File: src/rtl/march_controller.sv
// March C- sequencer for the PMBIST datapath: drives a single-port synchronous
// memory, presents expected read data to the comparator and accumulates status.
module march_controller #(
    parameter int dw = 8,
    parameter int aw = 4,
    parameter int cw = 8
) (
    input  logic          clk,
    input  logic          rst_n,
    input  logic          start,
    output logic [aw-1:0] mem_addr,
    output logic          mem_we,
    output logic          mem_re,
    output logic [dw-1:0] mem_wdata,
    output logic [dw-1:0] exp_data,
    input  logic          cmp_fail,
    output logic          busy,
    output logic          done,
    output logic          fail,
    output logic [aw-1:0] fail_addr,
    output logic [2:0]    fail_elem,
    output logic [cw-1:0] err_count
);

    typedef enum logic [1:0] {IDLE, RUN, FLUSH, DONE} state_t;

    localparam logic [aw-1:0] addr_zero = {aw{1'b0}};
    localparam logic [aw-1:0] addr_max  = {aw{1'b1}};
    localparam logic [aw-1:0] addr_one  = {{(aw-1){1'b0}}, 1'b1};
    localparam logic [cw-1:0] cnt_max   = {cw{1'b1}};
    localparam logic [cw-1:0] cnt_one   = {{(cw-1){1'b0}}, 1'b1};

    state_t        state_r;
    logic [2:0]    elem_r;
    logic          op_r;
    logic [aw-1:0] addr_r;
    logic          chk_valid_r;
    logic [aw-1:0] chk_addr_r;
    logic [2:0]    chk_elem_r;

    logic [2:0]    n_elem_s;
    logic          n_op_s;
    logic [aw-1:0] n_addr_s;
    logic          run_end_s;

    function automatic logic is_down(input logic [2:0] e);
        return (e == 3'd3) || (e == 3'd4);
    endfunction

    function automatic logic two_ops(input logic [2:0] e);
        return (e != 3'd0) && (e != 3'd5);
    endfunction

    // Op 0 of the two-op elements is the read, op 1 the write.
    function automatic logic is_write(input logic [2:0] e, input logic op);
        case (e)
            3'd0:    return 1'b1;
            3'd5:    return 1'b0;
            default: return op;
        endcase
    endfunction

    function automatic logic [dw-1:0] wr_bg(input logic [2:0] e);
        return ((e == 3'd1) || (e == 3'd3)) ? {dw{1'b1}} : {dw{1'b0}};
    endfunction

    function automatic logic [dw-1:0] rd_bg(input logic [2:0] e);
        return ((e == 3'd2) || (e == 3'd4)) ? {dw{1'b1}} : {dw{1'b0}};
    endfunction

    // Next element/op/address after the operation currently on the bus.
    always_comb begin
        n_elem_s  = elem_r;
        n_op_s    = 1'b0;
        n_addr_s  = addr_r;
        run_end_s = 1'b0;
        if (two_ops(elem_r) && !op_r) begin
            n_op_s = 1'b1;
        end else if (is_down(elem_r) ? (addr_r != addr_zero) : (addr_r != addr_max)) begin
            n_addr_s = is_down(elem_r) ? (addr_r - addr_one) : (addr_r + addr_one);
        end else if (elem_r == 3'd5) begin
            run_end_s = 1'b1;
        end else begin
            n_elem_s = elem_r + 3'd1;
            n_addr_s = is_down(elem_r + 3'd1) ? addr_max : addr_zero;
        end
    end

    // Run FSM, registered memory strobes and status accumulation.
    always_ff @(posedge clk or negedge rst_n) begin
        if (!rst_n) begin
            state_r   <= IDLE;
            elem_r    <= 3'd0;
            op_r      <= 1'b0;
            addr_r    <= addr_zero;
            mem_addr  <= addr_zero;
            mem_we    <= 1'b0;
            mem_re    <= 1'b0;
            mem_wdata <= {dw{1'b0}};
            busy      <= 1'b0;
            done      <= 1'b0;
            fail      <= 1'b0;
            fail_addr <= addr_zero;
            fail_elem <= 3'd0;
            err_count <= {cw{1'b0}};
        end else begin
            if (chk_valid_r && cmp_fail) begin
                if (err_count != cnt_max) begin
                    err_count <= err_count + cnt_one;
                end
                if (!fail) begin
                    fail      <= 1'b1;
                    fail_addr <= chk_addr_r;
                    fail_elem <= chk_elem_r;
                end
            end
            // A start can only land here while no check is pending, so the clear wins cleanly.
            case (state_r)
                IDLE, DONE: begin
                    if (start) begin
                        state_r   <= RUN;
                        busy      <= 1'b1;
                        done      <= 1'b0;
                        fail      <= 1'b0;
                        fail_addr <= addr_zero;
                        fail_elem <= 3'd0;
                        err_count <= {cw{1'b0}};
                        elem_r    <= 3'd0;
                        op_r      <= 1'b0;
                        addr_r    <= addr_zero;
                        mem_addr  <= addr_zero;
                        mem_we    <= 1'b1;
                        mem_re    <= 1'b0;
                        mem_wdata <= wr_bg(3'd0);
                    end
                end
                RUN: begin
                    if (run_end_s) begin
                        state_r <= FLUSH;
                        mem_we  <= 1'b0;
                        mem_re  <= 1'b0;
                    end else begin
                        elem_r    <= n_elem_s;
                        op_r      <= n_op_s;
                        addr_r    <= n_addr_s;
                        mem_addr  <= n_addr_s;
                        mem_we    <= is_write(n_elem_s, n_op_s);
                        mem_re    <= !is_write(n_elem_s, n_op_s);
                        mem_wdata <= wr_bg(n_elem_s);
                    end
                end
                FLUSH: begin
                    state_r <= DONE;
                    busy    <= 1'b0;
                    done    <= 1'b1;
                end
                default: begin
                    state_r <= IDLE;
                end
            endcase
        end
    end

    // Read check pipeline: expected data lines up with the memory's read latency.
    always_ff @(posedge clk or negedge rst_n) begin
        if (!rst_n) begin
            chk_valid_r <= 1'b0;
            chk_addr_r  <= addr_zero;
            chk_elem_r  <= 3'd0;
            exp_data    <= {dw{1'b0}};
        end else begin
            chk_valid_r <= mem_re;
            if (mem_re) begin
                chk_addr_r <= mem_addr;
                chk_elem_r <= elem_r;
                exp_data   <= rd_bg(elem_r);
            end
        end
    end

endmodule

File: config.mk
export PLATFORM = sky130hd
export DESIGN_NAME = march_controller
export DESIGN_NICKNAME = d
export VERILOG_FILES = /design/src/rtl/march_controller.sv
export SDC_FILE = /design/constraint.sdc
export NUM_CORES = 1
export LEC_CHECK = 0
export BUFFER_PORTS_ARGS = -buffer_cell sky130_fd_sc_hd__buf_2
export CAP_MARGIN = 40
export CORE_MARGIN = 8
export CORE_UTILIZATION = 54
export CTS_BUF_LIST = sky130_fd_sc_hd__clkbuf_16
export DETAILED_ROUTE_END_ITERATION = 16
export HOLD_SLACK_MARGIN = 0.06
export PLACE_DENSITY_LB_ADDON = 0.25
export RECOVER_POWER = 100
export SKIP_CTS_REPAIR_TIMING = 1
export SLEW_MARGIN = 20
export SYNTH_ARGS = -nofsm -noshare
export SYNTH_HDL_FRONTEND = slang
export SYNTH_SLANG_ARGS = --single-unit
File: constraint.sdc
create_clock -name clk -period 3.6 [get_ports clk]
set_clock_uncertainty 0.1 [all_clocks]
set_input_delay 0.36 -clock clk [delete_from_list [all_inputs] [get_ports clk]]
set_output_delay 0.36 -clock clk [all_outputs]
set_load 0.005 [all_outputs]
==> results.toml <==
[outcome]
outcome = "finished, violations left"
failed_checks = "max-capacitance violations, max-slew violations"

[worst_hold_path]
min_path_type = "in2reg"

[synth]
syn_area_sq_um = 2320
synthSimpleGateAreaFrac = 0.155
ys_types = 46
yosys_warnings = 0
synth_adder_area_share = 0.0733
postSynth.asyncResetShare = 1.00
synthMuxAreaShare = 0.101
synthCells = 237
synth-edff-count = 0
synthXorXnorAreaFrac = 0.0264
synth.most_common_cell = "dfrtp_1"
synth_area_per_cell_sq_um = 9.80
synth_top_family_by_area = "simple AND/OR/NAND/NOR gates"
ys_seq_area_frac = 0.431
yosysTopAreaCell = "dfrtp_1"
synth-compound-area-share = 0.137
ys.flop_type = "dfrtp_1"
synthDominantCellAreaShare = 0.431
synth_common_cells = "dfrtp_1 (40), nand2_1 (29), nor2_1 (21)"
ys_seq_elements = 40
synth_area_leaders = "dfrtp_1 (43%), ha_1 (6.5%), mux2_2 (5.3%)"
synth_nets = 254

[grt]
grt_pass1_wl_um = 8020
antenna_found_initial = 0
track_usage = 0.154
grt_pass1_vias = 1651
overflow = 0
grt_max_degree = 30

[route]
dr.pass1.iters = 4
num_vias = 1794
wl_per_cell_um = 15.3
initialDrtViolationCount = 119
drc = 0
wl_um = 4930
ant_nets = 0
via_per_inst = 5.59

[floorplan]
core_area_sq_um = 4230
die_y_um = 81.6
die_x_um = 81.6
dieArea_sq_um = 6650
num_io_pins = 44
num_rows = 24
start_util = 0.548

[sta]
setup_viol = 0
slew_violations = 30
min_period_over_period = 0.818
finalHoldViolCount = 0
fin_crit_ps = 2940
rsz0062_at_grt = "no"
worst_pin_slew_ps = 1560
finalWorstSetupSlack_ps = 656
relSlewSlack = -0.0375
clock.fmax_ghz = 0.340
fin_tns_setup_ps = 0

[place]
dp_slack_ps = 667
place.gp.congestion = 0.865
dp.cells = 313
dp_hpwl_um = 3620
portBuffers = 43

[job]
drv_cap = 1

[finish]
drive_gt1_frac = 0.186
multi_input_area_sq_um = 1140
syn2layout_area_growth_pct = 11.6
final_nets = 286
ff_latch_area_sq_um = 1000
antenna_cells = 0
fill_cells = 371
instances_no_fill = 321

[pwr]
leakagePower_nw = 1.24
powerDensity_nw_per_um2 = 544
ir_drop_uv = 210

[setup_path]
cp_max_fo = 9
criticalPathCategory = "reg2reg"
arrival_ps = 3010
crit_path_start_kind = "flip-flop"
cp.required_ps = 3670
endpoint_kind = "flip-flop"

[clocking]
tritoncts = "yes"
path_clk_slew_ps = 50
cts.sinks = 40
clkLatencyLatePin_ps = 280
cts_root_buffer = "clkbuf_16"
ctsHtreeMaxLevel = 2
clk_path_buf_depth = 2
cts_made_buffers = 5
[path summary, 6_finish.rpt]
path / cells after the start / from / end / slack [ps]
worst max-delay path: 9 / elem_r[0] / addr_r[3] / 660
worst min-delay path: 3 / cmp_fail / fail / 240
worst max register to register: 9 / elem_r[0] / addr_r[3] / 660
worst min register to register: 1 / chk_addr_r[1] / chk_addr_r[1] / 420
max in group asynchronous: 3 / rst_n / chk_elem_r[1] / 990
min in group asynchronous: 2 / rst_n / op_r / 530
[registers in the layout, summed over array words and instances, names as in the netlist]
register / flops
state_r: 2
chk_addr_r: 4
err_count: 8
chk_elem_r: 3
elem_r: 3
mem_we: 1
busy: 1
chk_valid_r: 1
fail_elem: 3
fail_addr: 4
mem_wdata: 1
mem_re: 1
addr_r: 4
exp_data: 1
done: 1
op_r: 1
fail: 1
[per-stage QoR]
stage | power (mW) | util | instance area (sq um) | hold slack, ps
final | 1.41 | 0.612 | 2590 | 242
after global routing | 1.50 | 0.612 | 2590 | 280
after CTS | 1.43 | 0.621 | 2630 | -121
after detailed placement | 1.02 | 0.590 | 2500 | 178
after global placement | 1.01 | 0.585 | 2480 | 391
after floorplan | 0.915 | - | 2320 | -35.6
[where the power goes]
group	total (mW)	leakage, nW	internal [mW]	switching (mW)
registers	0.572	0.532	0.508	0.0640
clock network	0.411	0.0709	0.249	0.163
logic	0.425	0.636	0.184	0.242
total	1.41	1.24	0.941	0.468
[routing by layer]
metal | vias up | part of all wire | global-route usage
met5 | - | 0 | 0
met4 | 0 | 0.021 | 0.0719
met3 | 13 | 0.086 | 0.0339
met2 | 73 | 0.46 | 0.249
met1 | 836 | 0.43 | 0.192
li1 | 872 | - | -
[layout make-up]
type / count / share of cell area
multi-input combinational: 164 / 0.438
sequential: 40 / 0.386
timing repair buffer: 46 / 0.0816
clock buffer: 5 / 0.0483
tap: 52 / 0.0251
inverter: 12 / 0.0174
clock inverter: 2 / 0.00338
[layout by cell type (no fill, tap or decap), types with 4 or more instances in the layout]
cell	synthesis	routed
dfrtp_1	40	40
nand2_1	29	29
buf_2	1	26
nor2_1	21	21
a21oi_1	19	19
clkbuf_1	6	19
inv_1	12	13
ha_1	12	12
mux2_2	11	11
o21ai_0	8	9
mux2i_1	5	5
nor3_1	5	5
clkbuf_16	0	5
xor2_1	4	4
nand3_1	4	4
[worst max-delay path, stage by stage, from the launching register on]
cell and delay [ps]:
dfrtp_1 520, inv_1 190, ha_1 270, mux2i_4 290, inv_1 130, ha_1 280
a21o_2 200, a21oi_1 240, mux2_2 370, a32o_1 240
[logic make-up after synthesis]
family | count (synthesis)
simple gates | 76
xor+xnor | 7
buf+inv | 33
flops | 40
fa+ha+maj | 13
compound gates | 49
mux | 19
No activity file was read; power rests on OpenSTA's default activity.
